===== src/rtl/mult_sequencer.sv =====
`default_nettype none
// +--------------------------------------------------------------------------+
// | mult_sequencer: shift-add controller for signed 8x8 multiply into {X,A,B} |
// | Revision: 1.0                                                            |
// +--------------------------------------------------------------------------+
module mult_sequencer #(
  parameter int WIDTH = 8
) (
  input  logic             Clk,
  input  logic             Reset,
  input  logic             Run,
  input  logic             ClearA_LoadB,
  input  logic [WIDTH-1:0] S,
  output logic [WIDTH-1:0] Aval,
  output logic [WIDTH-1:0] Bval,
  output logic             X,
  output logic             busy,
  output logic             done
);

  typedef enum logic [2:0] {
    ST_IDLE  = 3'd0,
    ST_CLEAR = 3'd1,
    ST_ADD   = 3'd2,
    ST_SHIFT = 3'd3,
    ST_HOLD  = 3'd4
  } state_t;

  state_t           r_state;
  logic             r_x;
  logic [WIDTH-1:0] r_a;
  logic [WIDTH-1:0] r_b;
  logic [WIDTH-1:0] r_m;
  logic [2:0]       r_cnt;
  logic             r_busy;
  logic             r_done;

  logic             w_last;
  logic [WIDTH-1:0] w_mop;
  logic [WIDTH:0]   w_sum;

  // The multiplier's top bit carries negative weight, so the last partial product is subtracted.
  assign w_last = (r_cnt == 3'd7);
  assign w_mop  = w_last ? ~r_m : r_m;
  assign w_sum  = {r_a[WIDTH-1], r_a} + {w_mop[WIDTH-1], w_mop} + {{WIDTH{1'b0}}, w_last};

  always_ff @(posedge Clk) begin
    if (Reset) begin
      r_state <= ST_IDLE;
      r_x     <= 1'b0;
      r_a     <= '0;
      r_b     <= '0;
      r_m     <= '0;
      r_cnt   <= 3'd0;
      r_busy  <= 1'b0;
      r_done  <= 1'b0;
    end else begin
      case (r_state)
        ST_IDLE: begin
          if (Run) begin
            r_x     <= 1'b0;
            r_a     <= '0;
            r_m     <= S;
            r_cnt   <= 3'd0;
            r_busy  <= 1'b1;
            r_state <= ST_CLEAR;
          end else if (ClearA_LoadB) begin
            r_x <= 1'b0;
            r_a <= '0;
            r_b <= S;
          end
        end
        ST_CLEAR: r_state <= ST_ADD;
        ST_ADD: begin
          if (r_b[0]) begin
            r_x <= w_sum[WIDTH];
            r_a <= w_sum[WIDTH-1:0];
          end
          r_state <= ST_SHIFT;
        end
        ST_SHIFT: begin
          r_a <= {r_x, r_a[WIDTH-1:1]};
          r_b <= {r_a[0], r_b[WIDTH-1:1]};
          if (w_last) begin
            r_busy  <= 1'b0;
            r_done  <= 1'b1;
            r_state <= ST_HOLD;
          end else begin
            r_cnt   <= r_cnt + 3'd1;
            r_state <= ST_ADD;
          end
        end
        ST_HOLD: begin
          // Run must drop before another multiply can be launched.
          if (!Run) begin
            r_done  <= 1'b0;
            r_state <= ST_IDLE;
          end
        end
        default: begin
          r_busy  <= 1'b0;
          r_done  <= 1'b0;
          r_state <= ST_IDLE;
        end
      endcase
    end
  end

  assign Aval = r_a;
  assign Bval = r_b;
  assign X    = r_x;
  assign busy = r_busy;
  assign done = r_done;

endmodule
`default_nettype wire


===== config.mk =====
export PLATFORM = sky130hd
export DESIGN_NAME = mult_sequencer
export DESIGN_NICKNAME = d
export VERILOG_FILES = /design/src/rtl/mult_sequencer.sv
export SDC_FILE = /design/constraint.sdc
export NUM_CORES = 1
export LEC_CHECK = 0
export ABC_AREA = 1
export CAP_MARGIN = 20
export CORE_MARGIN = 5
export CORE_UTILIZATION = 35
export CTS_CLUSTER_SIZE = 8
export DETAILED_ROUTE_END_ITERATION = 8
export DONT_BUFFER_PORTS = 1
export GPL_TIMING_DRIVEN = 1
export MAX_ROUTING_LAYER = met4
export PLACE_DENSITY_LB_ADDON = 0.2
export SLEW_MARGIN = 20
export SYNTH_ARGS = -nofsm -noshare
export SYNTH_HDL_FRONTEND = slang
export SYNTH_SLANG_ARGS = --single-unit

===== constraint.sdc =====
create_clock -name Clk -period 3.05 [get_ports Clk]
set_clock_uncertainty 0.1 [all_clocks]
set_input_delay 0.305 -clock Clk [delete_from_list [all_inputs] [get_ports Clk]]
set_output_delay 0.305 -clock Clk [all_outputs]
set_load 0.01 [all_outputs]

==> impl_metrics.yaml <==
power_and_ir_drop:
  power_frac_seq: 0.431
  powerDensity_mw_per_mm2: 580
  p_switching_mw: 0.403
  pwr-share-comb: 0.212
  power.share.clock: 0.356
  p_leak_nw: 1.01
  irDropWorstVdd_mv: 0.314
  power.total_mw: 1.24
  intPower_mw: 0.839
  power.share.switching: 0.324
final_layout:
  synthToLayoutAreaGrowth_pct: 9.05
  drive_above_1_share: 0.0880
  final_cell_mix: "57 x nand2_1, 42 x inv_1, 33 x dfxtp_1, 28 x a21oi_1, 25 x o21ai_0"
  layout_commonest_cell: "nand2_1"
  final_util: 0.391
  n_antenna_cell: 0
  fin_nets: 307
  final_area_mm2: 0.00214
global_route:
  antenna_found_initial: 0
  grt_usage: 0.137
  grt_max_degree: 27
  overflow: 0
  grt_pass1_wl_mm: 7.80
  first_global_vias: 1654
clocking:
  clockRootBuffer: "clkbuf_8"
  clock_latency_ns: 0.29
  htree_levels: 2
  path_clk_slew_ns: 0.08
  cts.sinks: 33
  cts_buffers: 5
  cts-resized-gates: 0
  postCtsHoldBufs: 1
  cts.path.max_buffers: 2
  cts_setup_buffers: 0
  cts_tree: "done"
min_path:
  hp-class: "in -> reg"
  worst_hold_path.endpoint: "busy"
  min_path_cells: 3
  hp-start: "Reset"
timing:
  final.min_clock_period_ns: 2.48
  max_freq_mhz: 403
  slew_headroom: 0.488
  finalCritPeriodShare: 0.813
  grt_setup_unrepaired: "false"
  hold_slack_ns: 0.0751
  finalHoldViolations: 0
  worstMarginPinSlew_ns: 0.767
  finalSetupViolCount: 0
  drv_slew: 0
  tns_ns: 0
placement:
  placed_area_mm2: 0.00201
  dpl.hpwl_mm: 3.30
  port_buffers: 0
  finalWeightedCongestion: 0.810
floorplanning:
  dieArea_mm2: 0.00721
  io_pins: 31
  die_w_um: 84.9
  rows: 27
  core_area_mm2: 0.00547
  start_util: 0.359
  die_height_um: 84.9
logic_synthesis:
  synth_nets: 307
  ys_ff_latch: 33
  yosysTopAreaCellShare: 0.337
  synth_cell_types: 31
  syn_avg_cell_area_um2: 6.94
  ys_warn_count: 0
  ys_seq_area_frac: 0.337
  yosys.area.top_type: "dfxtp_1"
  yosys-top-cells-area: "dfxtp_1 34%, nand2_1 11%, inv_1 8.0%, a21oi_1 7.1%, ha_1 7.0%"
  syn_area_mm2: 0.00196
  synth_cells: 283
setup_path:
  crit_fanout: 11
  slowest_stage: "ha_1"
  reg2reg_depth: 11
  endpoint_kind: "flop"
  crit_arrival_ns: 2.57
  r2r_start: "r_cnt[0]"
  crit_path_max_incr_delay_ns: 0.46
  cp-start-kind: "flop"
  rr_endpoint: "Aval[3]"
  rrSetupSlack_ns: 0.57
  worstSetupPathType: "reg -> reg"
  path_cells: "ha_1 > ha_1 > xor2_1 > ha_1 > nand2_1 > inv_1 > nand2_1 > nand2_1 > or2_2 > nand3_1 > a21oi_2"
  required_ns: 3.14
run_status:
  status: "finished clean"
routing:
  wl_per_cell_um: 12.7
  viasPerCell: 4.84
  route.vias.total: 1722
  postRouteAntennaNets: 0
  drcViolationCount: 0
  drt-total-wl_mm: 4.51
  dr.pass1.iters: 5
  drt-initial-drc-count: 114
flow_run:
  drv_cap: 0
-- routing by layer --
layer | GRT usage | vias to the layer above | share of wire
met4 | 0.0446 | 0 | 0.014
li1 | - | 917 | -
met5 | - | - | 0
met2 | 0.207 | 38 | 0.44
met1 | 0.173 | 757 | 0.49
met3 | 0.0456 | 10 | 0.061
-- synthesized netlist by cell type --
cell type and number:
nand2_1 57, inv_1 42, dfxtp_1 33, a21oi_1 28
o21ai_0 25, nor2_1 24, nand3_1 12, ha_1 11
o21ai_1 7, xor2_1 7, a21oi_2 4, buf_2 4
clkbuf_1 3, nand2_2 3, o21ai_2 3, inv_2 2
nand3_2 2, nand3b_1 2, nand4_1 2, a2111oi_0 1
buf_4 1, buf_6 1, fa_1 1, mux2i_1 1
nor2_4 1, o211a_1 1, o22ai_1 1, o32ai_1 1
or2_1 1, or2_2 1, xnor2_1 1
-- state kept, by name, indices dropped and copies added, names as in the netlist --
name	flops
Aval	8
r_m	8
busy	1
r_state	3
X	1
done	1
r_cnt	3
Bval	8
-- how the worst max path moves through the flow --
stage                     startpoint      end  depth (start not counted)
after floorplan             r_cnt[0]  Aval[3]                         13
after global placement      r_cnt[0]  Aval[3]                         11
after detailed placement    r_cnt[0]  Aval[3]                         11
after CTS                   r_cnt[0]  Aval[3]                         11
after global routing        r_cnt[0]  Aval[7]                         13
final                       r_cnt[0]  Aval[3]                         11
-- logic make-up after synthesis --
group,share of synthesized area
mux,0.00510
fa+ha+maj,0.0803
buf+inv,0.110
flops,0.337
simple gates,0.231
compound gates,0.201
xor+xnor,0.0357
-- worst max-delay path: cells and delay by family (launching register included) --
family          cells  cell delay, ns
fa+ha+maj           3            0.94
xor+xnor            1            0.29
flops               1            0.35
buf+inv             1            0.03
compound gates      1            0.05
simple gates        5            0.61
-- through the flow --
step | worst slack [ns] | cells
finish | 0.572 | 356
global placement | 0.626 | 347
detailed placement | 0.572 | 347
CTS | 0.576 | 356
floorplan | 0.830 | 283
global route | 0.367 | 356
-- power groups by stage --
stage	sequential [mW]	clock [mW]	combinational (mW)
2_1_floorplan	0.534	0	0.224
3_3_place_gp	0.548	0	0.263
3_5_place_dp	0.549	0	0.262
4_1_cts	0.539	0.453	0.265
5_1_grt	0.544	0.473	0.308
6_report	0.535	0.442	0.264
-- cell type report --
class / count / area (um2)
Fill cell: 601 / 3330
Multi-Input combinational cell: 197 / 1090
Timing Repair Buffer: 2 / 17.5
Inverter: 44 / 165
Clock buffer: 6 / 82.6
Sequential cell: 33 / 661
Clock inverter: 2 / 37.5
Tap cell: 72 / 90.1
(Power assumes the default switching activity.)
